`src/rtl/box_axis.sv`:
```
// rtl/box_axis.sv - one axis of the bouncing box: position ping-pongs between 0 and LIMIT
module box_axis #(
   parameter int LIMIT = 1216,
   parameter int WIDTH = 11
) (
   input  logic             pix_clk,
   input  logic             reset_n,
   input  logic             step,
   output logic [WIDTH-1:0] pos
);
   localparam logic [WIDTH-1:0] LIM = WIDTH'(LIMIT);

   logic dir_up;

   // Turning around moves one step back immediately, so the end positions are held for one frame only.
   always_ff @(posedge pix_clk or negedge reset_n) begin
      if (!reset_n) begin
         pos    <= '0;
         dir_up <= 1'b1;
      end else if (step) begin
         if (dir_up) begin
            if (pos == LIM) begin
               dir_up <= 1'b0;
               pos    <= LIM - 1'b1;
            end else begin
               pos <= pos + 1'b1;
            end
         end else begin
            if (pos == '0) begin
               dir_up <= 1'b1;
               pos    <= WIDTH'(1);
            end else begin
               pos <= pos - 1'b1;
            end
         end
      end
   end

endmodule

```
`config.mk`:
```
export PLATFORM = sky130hd
export DESIGN_NAME = box_axis
export DESIGN_NICKNAME = d
export VERILOG_FILES = /design/src/rtl/box_axis.sv
export SDC_FILE = /design/constraint.sdc
export NUM_CORES = 1
export LEC_CHECK = 0
export BUFFER_PORTS_ARGS = -buffer_cell sky130_fd_sc_hd__buf_2
export CORE_UTILIZATION = 40
export DETAILED_ROUTE_END_ITERATION = 8
export HOLD_SLACK_MARGIN = 0.12
export SYNTH_ARGS = -nofsm -noshare
export SYNTH_HDL_FRONTEND = slang
export SYNTH_SLANG_ARGS = --single-unit
export TNS_END_PERCENT = 50
```
`constraint.sdc`:
```
create_clock -name pix_clk -period 2 [get_ports pix_clk]
set_input_delay 0.4 -clock pix_clk [delete_from_list [all_inputs] [get_ports pix_clk]]
set_output_delay 0.4 -clock pix_clk [all_outputs]
set_load 0.02 [all_outputs]
```
==> results of run 1 <==
## cell usage after synthesis, types with 2 or more instances
library cell	count	area [µm²]
ha_1	3	37.5
a311oi_1	4	35.0
and3_4	2	22.5
nor3_1	8	40.0
nor2_1	8	30.0
nand2b_1	2	12.5
o21a_1	2	15.0
nand2_1	11	41.3
o22ai_1	2	12.5
a21oi_1	9	45.0
clkbuf_1	3	11.3
o21ai_0	11	55.1
buf_2	3	15.0
a31oi_1	2	12.5
inv_1	6	22.5
dfrtp_1	11	275
nand3_1	8	40.0
## per-stage QoR
step                      area, µm²  power [W]  hold WS, ps  worst slack (ps)
after floorplan                 986    0.00106          104              37.3
after global placement         1090    0.00129          298               223
after detailed placement       1090    0.00128          303               162
after CTS                      1120    0.00146          521               134
after global routing           1120    0.00157          547              38.7
final                          1120    0.00145          524               113
## final timing paths
path	from	end	slack, ps	cells after the start
worst max register to register	pos[0]$_DFFE_PN0P_	pos[7]$_DFFE_PN0P_	110	7
worst max-delay path	pos[0]$_DFFE_PN0P_	pos[7]$_DFFE_PN0P_	110	7
min in group pix_clk	step	pos[0]$_DFFE_PN0P_	540	3
max in group asynchronous	reset_n	dir_up$_DFFE_PN1P_	1190	2
worst min register to register	pos[10]$_DFFE_PN0P_	pos[10]$_DFFE_PN0P_	590	1
worst min-delay path	reset_n	pos[1]$_DFFE_PN0P_	520	2
## cells by family after synthesis
| family | after synthesis | synth area share |
|---|---|---|
| fa+ha+maj | 3 | 0.0381 |
| compound gates | 37 | 0.239 |
| mux | 1 | 0.0114 |
| buf+inv | 14 | 0.0685 |
| flops | 12 | 0.306 |
| simple gates | 54 | 0.338 |
## layout by cell type (no fill, tap or decap), types with 2 or more instances in the layout
master	instances
nand2_1	11
ha_1	3
o22ai_1	2
buf_2	13
o21ai_0	11
a311oi_1	4
o21a_1	2
a31oi_1	2
nor2_1	8
nor3_1	8
nand2b_1	2
a21oi_1	9
inv_1	6
nand3_1	8
dfrtp_1	11
clkbuf_4	3
buf_4	6
and3_4	2
## per-layer routing
metal  up-vias  routed length, µm  part of all wire  global-route usage
li1        485                  -                 -                   -
met1       471               1150              0.47               0.301
met4         0                 35             0.014              0.0631
met2        41               1080              0.44               0.323
met3         6                188             0.077              0.0643
met5         -                  0                 0                   0
## report_power, final
| part | internal, W | switching [W] | total [W] |
|---|---|---|---|
| sequential | 0.000341 | 0.000205 | 0.000546 |
| combinational | 0.000304 | 0.000436 | 0.000740 |
| clock | 0.0000775 | 0.0000849 | 0.000162 |
## layout make-up
| cell class | instances | area share |
|---|---|---|
| Inverter | 6 | 0.0201 |
| Sequential cell | 12 | 0.269 |
| Tap cell | 28 | 0.0312 |
| Timing Repair Buffer | 20 | 0.107 |
| Multi-Input combinational cell | 95 | 0.550 |
| Clock buffer | 4 | 0.0234 |
## critical path: cells and delay by family, from the launching register on
| kind | cells | cell delay, ps |
|---|---|---|
| adders and majority gates | 1 | 240 |
| and+or+nand+nor | 4 | 790 |
| DFF | 1 | 390 |
| muxes | 1 | 250 |
| buffers and inverters | 1 | 100 |
## sequential cells by signal (all words and copies together) (netlist names)
name,flops
dir_up,1
pos,11
## timing repair
item / CTS / global route
buffers inserted: 0 / 0
hold buffers: 1 / 0
endpoints found under the hold margin: 11 / 0
setup endpoints to repair: 0 / 0
==> flow_metrics.tcl, run 1 <==
set metrics [dict create \
    status "complete, no violations" \
    dp_hpwl_um 1840 \
    setup_tns_ps 0 \
    critPathMaxFanout 5 \
    final_util 0.493 \
    startpoint_type "register" \
    drive_gt1_frac 0.234 \
    cts.path.max_buffers 2 \
    final.period_utilization 0.944 \
    area_growth_pct 13.8 \
    die_height_um 51.6 \
    port_buffers 13 \
    max_freq_mhz 530 \
    syn_area_um2 986 \
    clk_pin_slew_ps 80 \
    grt_overflow_total 0 \
    synth-seq-cells 12 \
    die_area_mm2 0.00267 \
    grt_max_degree 21 \
    n_antenna_cell 0 \
    p_leak_nw 0.441 \
    grt_pass1_wl_um 4280 \
    wire_per_inst_um 14.9 \
    instances_no_fill 165 \
    cts.htree.levels 1 \
    seq_area_um2 302 \
    n_fill_cell 223 \
    core_area_mm2 0.00228 \
    final_nets 144 \
    grt_usage 0.217 \
    p_per_area_mw_per_mm2 1290 \
    relSlewSlack 0.680 \
    synth_edf_count 0 \
    vias_per_cell 6.08 \
    slew_viol_final 0 \
    hold_violations 0 \
    io_pins 14 \
    routed_wl_um 2460 \
    cts_sinks 12 \
    drc 0 \
    placed_cells 160 \
    num_rows 17 \
    async_flop_share 1.00 \
    dr.pass1.iters 4 \
    synth_nets 127 \
    critPathSlowestCell "dfrtp_1" \
    ys.flop_type "dfrtp_1" \
    ir_drop_mv 0.663 \
    synthCells 121 \
    die_x_um 51.6 \
    multi_input_area_um2 617 \
    antenna_found_initial 0 \
    globalplace.congestion 0.848 \
    initial_core_util 0.433 \
    yosys_warnings 0 \
    ctsResizeCount 0 \
    hold_class "input pin to async pin" \
    antenna_left 0 \
    worst-endpoint-arrival_ps 2050 \
    cpMostUsedCell "and3_4" \
    drv_cap 0 \
    drt_iter0_drc 35 \
    synth.avg_cell_area_um2 8.15 \
    rsz0062_at_grt "false" \
    period_needed_ps 1890 \
    clk_latency_ps 280 \
    grt_pass1_vias 901 \
    cts_made_buffers 3 \
    root_buffer "clkbuf_4" \
    setup_viol 0 \
    slowest_delay_ps 390 \
    vias 1003 \
    skew_ps 6.33 \
    crit_type "register to register" \
    ys_types 43 \
    worstMarginPinSlew_ps 480 \
    ys_seq_area_frac 0.306 \
    crit_chain "inv_1 -> ha_1 -> nor4b_4 -> and3_4 -> and3_4 -> nor2_2 -> mux2_2" \
    cp-end-kind "register" \
    tritoncts "yes" \
    required_ps 2160 \
]
Power figures use the tool's default switching activity.
==> run 2, diff against run 1 <==
--- a/config.mk
+++ b/config.mk
@@ -9,6 +9,7 @@
 export CORE_UTILIZATION = 40
 export DETAILED_ROUTE_END_ITERATION = 8
 export HOLD_SLACK_MARGIN = 0.12
+export PLACE_DENSITY_LB_ADDON = 0.12
 export SYNTH_ARGS = -nofsm -noshare
 export SYNTH_HDL_FRONTEND = slang
 export SYNTH_SLANG_ARGS = --single-unit
==> run 2 against run 1 <==
Net effect:
- first-iteration DRC count is 8.6% lower
- core utilization up 0.33 points
- sequential share of layout area decreased by 0.18 points
- setup slack better by 33 ps
- critical path depth stayed put
- combinational power rose by 4.2%
- maximum frequency up 1.8%
- hold slack got worse by 4.6 ps
==> flow_metrics.tcl, run 2 (synthesized netlist as in run 1, its figures left out) <==
set metrics [dict create \
    status "complete, no violations" \
    ir_drop_mv 0.741 \
    drc 0 \
    top_layer_used "met4" \
    timing.final.ws_setup_ps 146 \
    instances_no_fill 166 \
    final_cell_mix "buf_2, nand2_1, o21ai_0, dfrtp_1, a21oi_1" \
    clk_pin_slew_ps 80 \
    die_height_um 51.6 \
    relSlewSlack 0.661 \
    reg.largest.list "pos x11, dir_up x1" \
    clk_latency_ps 280 \
    antenna_found_initial 0 \
    p_leak_nw 0.446 \
    period_needed_ps 1850 \
    final.period_utilization 0.927 \
    cts_setup_buffers 0 \
    crit_type "register to register" \
    vias 989 \
    seq_area_um2 302 \
    cts.htree.levels 1 \
    die_x_um 51.6 \
    worst-endpoint-arrival_ps 2020 \
    grt_usage 0.213 \
    routed_wl_um 2470 \
    io_pins 14 \
    drt_iter0_drc 32 \
    total_power_w 0.00147 \
    worstMarginPinSlew_ps 508 \
    p_per_area_mw_per_mm2 1300 \
    layout_commonest_cell "buf_2" \
    max_freq_mhz 539 \
    antenna_left 0 \
    wire_per_inst_um 14.9 \
    skew_ps 10.9 \
    setup_viol 0 \
    largest_reg_flops 11 \
    path_buf_inv 1 \
    drv_cap 0 \
    dp_worst_setup_slack_ps 177 \
    grt_pass1_wl_um 4150 \
    cpMostUsedCell "and3_4" \
    crit_chain "inv_1 -> ha_1 -> nor4b_4 -> and3_4 -> and3_4 -> nor2_2 -> mux2_2" \
    reg2reg_depth 7 \
    n_fill_cell 234 \
    critPathMaxFanout 5 \
    grt_overflow_total 0 \
    largest-register "pos" \
    port_buffers 13 \
    critPathSlowestCell "dfrtp_1" \
    dr.pass1.iters 4 \
    globalplace.congestion 0.816 \
    placed_cells 161 \
    multi_input_area_um2 617 \
    cts_sinks 12 \
    cp_top_family "simple AND/OR/NAND/NOR gates" \
    vias_per_cell 5.96 \
    area_growth_pct 14.6 \
    grt_pass1_vias 872 \
    die_area_mm2 0.00267 \
    final_nets 145 \
    startpoint_type "register" \
    met2_length_um 1090 \
    slowest_delay_ps 380 \
    core_area_mm2 0.00228 \
    hold_violations 0 \
    n_antenna_cell 0 \
    rsz0062_at_grt "false" \
    initial_core_util 0.433 \
    drt-met1-wl_um 1230 \
    cts.path.max_buffers 2 \
    cp.depth 7 \
    slew_viol_final 0 \
    drive_gt1_frac 0.239 \
    tritoncts "yes" \
    setup_tns_ps 0 \
    hold_class "input pin to async pin" \
    cts_made_buffers 3 \
    required_ps 2160 \
    root_buffer "clkbuf_4" \
    dp_hpwl_um 1810 \
    num_rows 17 \
    cp-end-kind "register" \
    wl_met3_um 130 \
    grt_max_degree 22 \
]
run 2: changes by cell type in the layout (fill, tap and decap cells not counted), sizes merged:
| cell | previous run | this run |
|---|---|---|
| buf | 19 | 20 |
run 2: timing repair:
action / in CTS / in global routing
endpoints found under the setup margin: 0 / 0
hold buffers: 1 / 0
endpoints found under the hold margin: 11 / 0
gates resized for setup: 0 / 0
run 2: worst paths after layout:
path                                      from                   to  slack [ps]
setup / recovery            pos[0]$_DFFE_PN0P_   pos[7]$_DFFE_PN0P_         150
hold / removal                         reset_n   pos[9]$_DFFE_PN0P_         520
setup reg to reg            pos[0]$_DFFE_PN0P_   pos[7]$_DFFE_PN0P_         150
hold reg to reg            pos[10]$_DFFE_PN0P_  pos[10]$_DFFE_PN0P_         580
max in group asynchronous              reset_n   dir_up$_DFFE_PN1P_        1190
min in group pix_clk                      step   pos[0]$_DFFE_PN0P_         540
run 2: final cells by class:
| class | instances | share of cell area |
|---|---|---|
| Tap cell | 28 | 0.0310 |
| Clock buffer | 4 | 0.0233 |
| Timing Repair Buffer | 21 | 0.113 |
| Sequential cell | 12 | 0.267 |
| Multi-Input combinational cell | 95 | 0.546 |
| Inverter | 6 | 0.0199 |
run 2: metal layers:
metal / up-vias / track usage
li1: 492 / -
met4: 0 / 0.0270
met1: 464 / 0.297
met5: - / 0
met2: 29 / 0.333
met3: 4 / 0.0614
run 2: through the flow:
step                      instance area, µm²  hold slack (ps)  utilization
final                                   1130              519        0.496
after global routing                    1130              556        0.496
after CTS                               1130              527        0.496
after detailed placement                1090              304        0.480
after global placement                  1090              300        0.480
after floorplan                          986              104            -
run 2: report_power, final:
part	total, W	switching (W)	leakage, nW	internal, W
registers	0.000532	0.000191	0.139	0.000341
logic	0.000771	0.000457	0.292	0.000315
clock network	0.000164	0.0000863	0.0150	0.0000775
total	0.00147	0.000734	0.446	0.000733
==> run 3, diff against run 2 <==
--- a/config.mk
+++ b/config.mk
@@ -6,6 +6,7 @@
 export NUM_CORES = 1
 export LEC_CHECK = 0
 export BUFFER_PORTS_ARGS = -buffer_cell sky130_fd_sc_hd__buf_2
+export CORE_MARGIN = 10
 export CORE_UTILIZATION = 40
 export DETAILED_ROUTE_END_ITERATION = 8
 export HOLD_SLACK_MARGIN = 0.12
==> run 3 against run 2 <==
Net effect:
- wire length is 5.2% higher
- clock power is 25% higher
- power is 3.6% higher
- critical path type unchanged
- critical endpoint unchanged
==> flow_metrics.tcl, run 3 (synthesized netlist as in run 1, its figures left out) <==
set metrics [dict create \
    status "complete, no violations" \
    drt_iter0_drc 35 \
    cts_sinks 12 \
    max_freq_mhz 537 \
    dp_worst_setup_slack_ps 181 \
    hold_violations 0 \
    grt_usage 0.111 \
    hold_class "input pin to async pin" \
    startpoint_type "register" \
    relSlewSlack 0.672 \
    globalplace.congestion 0.895 \
    cts_setup_buffers 0 \
    die_area_mm2 0.00485 \
    cts.path.max_buffers 2 \
    placed_cells 161 \
    worstMarginPinSlew_ps 491 \
    period_needed_ps 1860 \
    num_rows 17 \
    rsz0062_at_grt "false" \
    area_growth_pct 15.6 \
    n_antenna_cell 0 \
    ctsResizeCount 0 \
    final_nets 145 \
    required_ps 2180 \
    grt_overflow_total 0 \
    top_layer_used "met4" \
    routed_wl_um 2600 \
    skew_ps 1.95 \
    die_height_um 69.6 \
    vias_per_cell 6.11 \
    holdWs_ps 518 \
    setup_tns_ps 0 \
    port_buffers 13 \
    p_leak_nw 0.452 \
    cts_made_buffers 3 \
    drc 0 \
    clk_latency_ps 290 \
    io_pins 14 \
    antenna_left 0 \
    slew_viol_final 0 \
    ir_drop_mv 0.753 \
    final_cell_mix "buf_2, nand2_1, o21ai_0, dfrtp_1, a21oi_1" \
    final.period_utilization 0.931 \
    antenna_found_initial 0 \
    timing.final.ws_setup_ps 137 \
    cts.htree.levels 1 \
    grt_pass1_vias 927 \
    largest-register "pos" \
    grt_max_degree 21 \
    reg.largest.list "pos x11, dir_up x1" \
    wl_met3_um 191 \
    core_area_mm2 0.00228 \
    clk_pin_slew_ps 80 \
    die_x_um 69.6 \
    vias 1014 \
    largest_reg_flops 11 \
    layout_commonest_cell "buf_2" \
    root_buffer "clkbuf_4" \
    p_per_area_mw_per_mm2 1330 \
    initial_core_util 0.433 \
    drt-met1-wl_um 1220 \
    worst-endpoint-arrival_ps 2040 \
    drive_gt1_frac 0.246 \
    cp-end-kind "register" \
    critPathMaxFanout 5 \
    drv_cap 0 \
    setup_viol 0 \
    tritoncts "yes" \
    dr.pass1.iters 4 \
    total_power_w 0.00152 \
    crit_type "register to register" \
    instances_no_fill 166 \
    grt_pass1_wl_um 4510 \
    wire_per_inst_um 15.7 \
    dp_hpwl_um 1910 \
    met2_length_um 1130 \
]
[run 3: path summary, 6_finish.rpt]
check,from,end,slack [ps],cells after the start
setup reg to reg,pos[0]$_DFFE_PN0P_,pos[7]$_DFFE_PN0P_,140,7
min in group pix_clk,step,pos[0]$_DFFE_PN0P_,530,3
setup / recovery,pos[0]$_DFFE_PN0P_,pos[7]$_DFFE_PN0P_,140,7
max in group asynchronous,reset_n,dir_up$_DFFE_PN1P_,1200,2
hold / removal,reset_n,pos[10]$_DFFE_PN0P_,520,2
hold reg to reg,pos[10]$_DFFE_PN0P_,pos[10]$_DFFE_PN0P_,590,1
[run 3: critical path, stage by stage, from the launching register on]
cell and delay (ps):
dfrtp_1 380, inv_1 100, ha_1 220, nor4b_4 290, and3_4 250, and3_4 220, nor2_2 30, mux2_2 250
[run 3: area by class of cell]
class	count	area, µm²
Fill cell	221	1140
Multi-Input combinational cell	95	617
Sequential cell	12	302
Timing Repair Buffer	21	128
Clock buffer	4	36.3
Tap cell	28	35.0
Inverter	6	22.5
[run 3: power by group]
part	total [W]	leakage [nW]	internal, W	switching, W
Clock	0.000205	0.0210	0.000111	0.0000943
Combinational	0.000784	0.292	0.000315	0.000469
Sequential	0.000531	0.139	0.000341	0.000190
Total	0.00152	0.452	0.000767	0.000753
[run 3: metal layers]
layer | track usage | up-vias
met2 | 0.156 | 30
met4 | 0.0609 | 0
li1 | - | 491
met1 | 0.141 | 487
met3 | 0.0399 | 6
met5 | 0 | -
[run 3: what timing repair did]
item	in CTS	in global routing
setup endpoints to repair	0	0
endpoints found under the hold margin	11	0
hold buffers	1	0
[run 3: through the flow]
stage	utilization	cell area [µm²]
finish	0.501	1140
global route	0.501	1140
CTS	0.501	1140
detailed placement	0.480	1090
global placement	0.480	1090
floorplan	-	986
